**config.mk**
```make
export PLATFORM = sky130hd
export DESIGN_NAME = aes_core_arbiter
export DESIGN_NICKNAME = d
export VERILOG_FILES = /design/src/rtl/aes_core_arbiter.sv
export SDC_FILE = /design/constraint.sdc
export NUM_CORES = 1
export LEC_CHECK = 0
export BUFFER_PORTS_ARGS = -buffer_cell sky130_fd_sc_hd__buf_2
export CORE_AREA = 2 2 454 456
export DETAILED_ROUTE_END_ITERATION = 7
export DIE_AREA = 0 0 456 458
export HOLD_SLACK_MARGIN = 0.08
export MAX_ROUTING_LAYER = met4
export SYNTH_ARGS = -nofsm -noshare
export SYNTH_HDL_FRONTEND = slang
export SYNTH_SLANG_ARGS = --single-unit
```
**constraint.sdc**
```tcl
create_clock -name clk -period 2 [get_ports clk]
set_input_delay 0.2 -clock clk [delete_from_list [all_inputs] [get_ports clk]]
set_output_delay 0.2 -clock clk [all_outputs]
set_load 0.02 [all_outputs]
```
**src/rtl/aes_core_arbiter.sv**
```systemverilog
// aes_core_arbiter
// Shares one AES-128 core (no start/done handshake) between requesters A and B
// with round-robin arbitration. An accepted request latches plaintext and key,
// pulses core_rst for one cycle to start the core, waits CORE_LATENCY cycles,
// and then captures core_finalout as the winner's response.
//
// Ports:
//   clk, rst                    clock, synchronous active-high reset
//   a_valid/a_ready/a_data/a_key     requester A request channel
//   a_resp_valid/a_resp_ready/a_resp_data  requester A response channel
//   b_*                         same as A, for requester B
//   core_rst                    reset/start pulse to the core
//   core_datain, core_key       registered plaintext and key to the core
//   core_finalout               ciphertext from the core
//   a_done_cnt, b_done_cnt      saturating response counters (AES_ARB_CNT_EN only)
//
// Optional feature macro: AES_ARB_CNT_EN adds the per-requester completed
// response counters. Without it the ports and counters are absent.
module aes_core_arbiter #(
  parameter int CORE_LATENCY = 12,
  parameter int DATA_W       = 128
) (
  input  logic              clk,
  input  logic              rst,
  input  logic              a_valid,
  output logic              a_ready,
  input  logic [DATA_W-1:0] a_data,
  input  logic [DATA_W-1:0] a_key,
  output logic              a_resp_valid,
  input  logic              a_resp_ready,
  output logic [DATA_W-1:0] a_resp_data,
  input  logic              b_valid,
  output logic              b_ready,
  input  logic [DATA_W-1:0] b_data,
  input  logic [DATA_W-1:0] b_key,
  output logic              b_resp_valid,
  input  logic              b_resp_ready,
  output logic [DATA_W-1:0] b_resp_data,
  output logic              core_rst,
  output logic [DATA_W-1:0] core_datain,
  output logic [DATA_W-1:0] core_key,
  input  logic [DATA_W-1:0] core_finalout
`ifdef AES_ARB_CNT_EN
  ,
  output logic [15:0]       a_done_cnt,
  output logic [15:0]       b_done_cnt
`endif
);

  localparam logic [1:0] IDLE = 2'd0;
  localparam logic [1:0] LOAD = 2'd1;
  localparam logic [1:0] RUN  = 2'd2;
  localparam logic [1:0] RESP = 2'd3;

  localparam logic [7:0] CNT_LOAD = 8'(CORE_LATENCY - 1);

  logic [1:0] state;
  logic       last_grant;   // 1'b1 = B won most recently; also the current owner
  logic [7:0] cnt;
  logic       grant_a;
  logic       grant_b;
  logic       a_resp_hs;
  logic       b_resp_hs;

  // Round-robin pick: a lone requester always wins; on contention the side
  // that did not win last time is chosen.
  always_comb begin
    grant_a = 1'b0;
    grant_b = 1'b0;
    if (a_valid && b_valid) begin
      grant_a = last_grant;
      grant_b = ~last_grant;
    end else begin
      grant_a = a_valid;
      grant_b = b_valid;
    end
  end

  assign a_ready   = (state == IDLE) & grant_a;
  assign b_ready   = (state == IDLE) & grant_b;
  assign a_resp_hs = a_resp_valid & a_resp_ready;
  assign b_resp_hs = b_resp_valid & b_resp_ready;

  // The core is held in reset with the system, and pulsed for the single LOAD
  // cycle to start a run on the freshly latched operands.
  assign core_rst = rst | (state == LOAD);

  // Arbitration FSM, operand latches, latency counter and response registers.
  always_ff @(posedge clk) begin
    if (rst) begin
      state        <= IDLE;
      last_grant   <= 1'b1;
      cnt          <= 8'd0;
      core_datain  <= {DATA_W{1'b0}};
      core_key     <= {DATA_W{1'b0}};
      a_resp_valid <= 1'b0;
      b_resp_valid <= 1'b0;
      a_resp_data  <= {DATA_W{1'b0}};
      b_resp_data  <= {DATA_W{1'b0}};
    end else begin
      case (state)
        IDLE: begin
          if (a_valid && a_ready) begin
            core_datain <= a_data;
            core_key    <= a_key;
            last_grant  <= 1'b0;
            state       <= LOAD;
          end else if (b_valid && b_ready) begin
            core_datain <= b_data;
            core_key    <= b_key;
            last_grant  <= 1'b1;
            state       <= LOAD;
          end
        end
        LOAD: begin
          cnt   <= CNT_LOAD;
          state <= RUN;
        end
        RUN: begin
          // cnt reaches zero exactly CORE_LATENCY cycles after core_rst drops
          if (cnt == 8'd0) begin
            if (last_grant) begin
              b_resp_data  <= core_finalout;
              b_resp_valid <= 1'b1;
            end else begin
              a_resp_data  <= core_finalout;
              a_resp_valid <= 1'b1;
            end
            state <= RESP;
          end else begin
            cnt <= cnt - 8'd1;
          end
        end
        RESP: begin
          if (last_grant) begin
            if (b_resp_hs) begin
              b_resp_valid <= 1'b0;
              state        <= IDLE;
            end
          end else begin
            if (a_resp_hs) begin
              a_resp_valid <= 1'b0;
              state        <= IDLE;
            end
          end
        end
        default: begin
          state <= IDLE;
        end
      endcase
    end
  end

`ifdef AES_ARB_CNT_EN
  // Completed-response counters, saturating at all ones.
  always_ff @(posedge clk) begin
    if (rst) begin
      a_done_cnt <= 16'd0;
      b_done_cnt <= 16'd0;
    end else begin
      if (a_resp_hs && (a_done_cnt != 16'hFFFF)) begin
        a_done_cnt <= a_done_cnt + 16'd1;
      end
      if (b_resp_hs && (b_done_cnt != 16'hFFFF)) begin
        b_done_cnt <= b_done_cnt + 16'd1;
      end
    end
  end
`endif

endmodule
```
==> results.ini <==
[clock_network]
cts.sink_count=525
htree_num_levels=3
cts_tree=built
clock_path_buffers=3
clkSlewWorstSetupHoldPaths_ps=60
tritoncts.num_buffers=66
clockRootBuffer=sky130_fd_sc_hd__clkbuf_16
worst_skew_pair.late_latency_ps=670

[timing]
minimum_setup_slack_in_the_final_design_ps=-180
period_share_pct=109
timing.final.setup_violations=240
final_period_minus_worst_setup_slack_ps=2180
clock-skew-final_ps=29.8
timing.max_slew.rel_slack_pct=64.6
max_slew.worst_pin.slew_ps=529
finalMaxSlewViolations=0
max_clock_freq_mhz=459
grt_setup_unrepaired=yes
hold_viol_final=0
setup-tns-final_ps=-17510

[drt]
drt_drc_violations_left=0
finalWirelength_mm=145
dr.first_iter.drc_count=1497
detail_route.wl_per_cell_um=20.8
dr_total_vias=25500
drt-pass1-iter-count=5
post_detailed_route_via_to_cell_ratio=3.65
ant_nets=0

[global_route]
grt_start_max_net_pins=85
track_usage_pct=13.4
globalRoute.busiestLayer=met2
grt-ovfl-total=0
grt_pass1_wl_mm=195
grt_antenna_before_repair=40
first_global_vias=25900
globalRouteMet3Util_pct=3.75
groute.layer.met2.usage_pct=23.5
gr-usage-met1_pct=13.7

[final_layout]
layout-area-overhead-vs-synth_pct=92.5
register_area_um2=10500
fin_nets=4860
fin_area_um2=41900
fillers=22100
instances_no_fill=6968
post_route_cells_drive_above_1_share_pct=43.6
multi_input_area_um2=10900

[worst_hold_path]
beginning_of_the_worst_hold_path=b_valid
min_path_type=input pin to register
min_to=state[1]
min_delay_path_depth=5

[worst_setup_path]
critical_path.top_delay_family=simple AND/OR/NAND/NOR gates
reg2reg_end=b_resp_data[120]
crit_buf_inv=3
worstPathArrival_ps=2750
critical-path-slowest-cell=sky130_fd_sc_hd__or4bb_4
crit_top_cell=sky130_fd_sc_hd__buf_12
worst_setup_path_start_kind=register
regToRegStartpoint=cnt[0]
category_of_the_critical_setup_timing_path=register to register
data_required_time_at_the_worst_endpoint_ps=2570
critical_path_fanouts_max=46
crit_chain=inv_2 > ha_4 > or4bb_4 > buf_12 > nor3_4 > buf_12 > nand2_1 > a21oi_1
slowest_delay_ps=570
reg2reg_setup_slack_ps=-180
reg2regPathDepth=8
setup.worst_path.end_class=register

[yosys]
synth.largest_area_cell=sky130_fd_sc_hd__dfxtp_1
syn_area_per_cell_um2=9.28
synth-seq-area-share_pct=48.3
yosys_warnings=0
synthDominantCellAreaShare_pct=48.3
synth_seq_cells=525
postSynth.topFlopCell=sky130_fd_sc_hd__dfxtp_1
yosys-top-cells-area=sky130_fd_sc_hd__dfxtp_1 48%, sky130_fd_sc_hd__mux2i_1 12%, sky130_fd_sc_hd__a211oi_1 8.9%, sky130_fd_sc_hd__a21oi_2 8.1%, sky130_fd_sc_hd__nand2_1 7.9%
synth_area_um2=21700
asyncSetResetFlopFracSynth_pct=0
synth_enable_flop_cells=0
syn-instance-count=2344
number_of_different_library_cells_in_the_post_synthesis_netlist=39
synth.net_count=2997

[outcome]
run_status=finished, violations left
violations=setup timing

[power_and_ir_drop]
seq_power_share_pct=30.9
clockPowerShare_pct=26.4
part_of_the_power_in_combinational_logic_pct=42.6
ir_drop_worst_vdd_uv=747
power_per_cell_area_nw_per_um2=1110
switching_share_pct=41.0
internal-power_mw=27.5
power_leakage_nw=17.7
power.switching_mw=19.1

[placed_design]
gpl.final_weighted_congestion=0.974
placed_area_um2=31400
post-place-cells=6139
post-dp-hpwl_mm=109
port_buffers=1162
placement.setup.worst_slack_ps=-435

[floorplanning]
die_area_um2=209000
initial_utilization_pct=10.7
core-area_um2=204000
fp-row-count=166
floorplan.io_pins=1163
chipWidth_um=456
chipHeight_um=458

[run]
cap_viol_max_count=0

-- cells in the final DEF, fill, tap and decap left out, drive strengths merged, types with 7 or more instances in the layout --
master,n
clkbuf,98
clkinv,19
diode,22
mux2i,257
nand2,517
dlygate4sd3,645
nor2,262
inv,12
ha,7
buf,1342
a211oi,257
dfxtp,525
a21oi,264
-- synth_stat cells, types with 2 or more instances --
cell / number
sky130_fd_sc_hd__nand2_2: 60
sky130_fd_sc_hd__nor3_4: 2
sky130_fd_sc_hd__dfxtp_1: 525
sky130_fd_sc_hd__or3_1: 6
sky130_fd_sc_hd__nand3_1: 6
sky130_fd_sc_hd__a21oi_1: 64
sky130_fd_sc_hd__mux2i_1: 257
sky130_fd_sc_hd__buf_1: 4
sky130_fd_sc_hd__a21oi_2: 200
sky130_fd_sc_hd__o31ai_1: 2
sky130_fd_sc_hd__o211ai_1: 2
sky130_fd_sc_hd__buf_8: 14
sky130_fd_sc_hd__a31oi_1: 3
sky130_fd_sc_hd__nand2_1: 457
sky130_fd_sc_hd__clkbuf_1: 142
sky130_fd_sc_hd__or2_2: 2
sky130_fd_sc_hd__or4_1: 3
sky130_fd_sc_hd__ha_1: 7
sky130_fd_sc_hd__buf_2: 26
sky130_fd_sc_hd__a211oi_1: 257
sky130_fd_sc_hd__o21ai_0: 5
sky130_fd_sc_hd__nor2_1: 262
sky130_fd_sc_hd__buf_12: 8
sky130_fd_sc_hd__inv_1: 8
sky130_fd_sc_hd__buf_6: 6
sky130_fd_sc_hd__nand2b_1: 3
-- area by class of cell --
class / instances / share of cell area (%)
diodes: 22 / 0.132
clock buffers: 89 / 4.51
clock inverters: 30 / 0.750
inverters: 8 / 0.0837
multi-input cells: 1610 / 26.0
flip-flops and latches: 525 / 25.1
well taps: 2688 / 8.03
repair buffers: 1996 / 35.4
-- sequential cells by signal (all words and copies together), names as in the netlist --
name	cells
a_resp_data	128
a_resp_valid	1
b_resp_data	128
b_resp_valid	1
cnt	8
core_datain	128
core_key	128
last_grant	1
state	2
-- how the worst max path moves through the flow --
stage	endpoint	from	slack (ps)	depth (start not counted)
after detailed placement	core_datain[2]	state[0]	-430	9
after global placement	core_datain[2]	state[0]	-480	9
after floorplan	a_resp_data[0]	state[0]	40	8
after global routing	b_resp_data[21]	cnt[0]	-250	9
after CTS	b_resp_data[7]	cnt[1]	-160	9
final	b_resp_data[120]	cnt[0]	-180	8
-- worst register-to-register path, delay by kind of cell, from the launching register on --
family | cells | cell delay, ps
compound gates | 1 | 150
flops | 1 | 320
simple gates | 3 | 1020
buf+inv | 3 | 480
fa+ha+maj | 1 | 140
-- routing by layer --
layer,wire (µm),vias up
met2,74000,1177
met5,0,-
met1,52200,12100
li1,-,11900
met3,10900,368
met4,8070,0
-- kinds of logic (layout without fill, tap and decap cells) --
kind of cell | count (synthesis) | after routing | share of synthesized area [%]
AO/OA/AOI/OAI | 540 | 540 | 19.1
multiplexers | 257 | 257 | 11.8
buffers and inverters | 209 | 2123 | 5.31
other | 0 | 22 | 0
XOR/XNOR | 1 | 1 | 0.0403
adder cells (fa/ha/maj) | 7 | 7 | 0.403
AND/OR/NAND/NOR | 805 | 805 | 15.0
flip-flops | 525 | 525 | 48.3
-- power by group through the flow --
stage               clock network, mW  registers [mW]  logic [mW]
floorplan                           0            17.1        6.60
global placement                    0            14.5        17.8
detailed placement                  0            14.5        17.9
CTS                              12.6            14.4        19.7
global route                     13.0            14.7        21.2
finish                           12.3            14.4        19.9
-- through the flow --
| stage | total power [mW] | hold WS (ps) | util [%] |
|---|---|---|---|
| after CTS | 46.7 | 100 | 20.0 |
| after global routing | 48.9 | 224 | 20.5 |
| final | 46.6 | 163 | 20.5 |
| after global placement | 32.3 | 438 | 15.4 |
| after detailed placement | 32.5 | 444 | 15.4 |
| after floorplan | 23.7 | 327 | - |
-- timing repair --
action	in CTS	in global routing
hold buffers	645	0
hold endpoints to repair	516	0
gates resized for setup	80	178
cloned	7	12
pin swaps	4	75
setup endpoints to repair	369	464
buffers inserted	15	12
(Power assumes the default switching activity.)
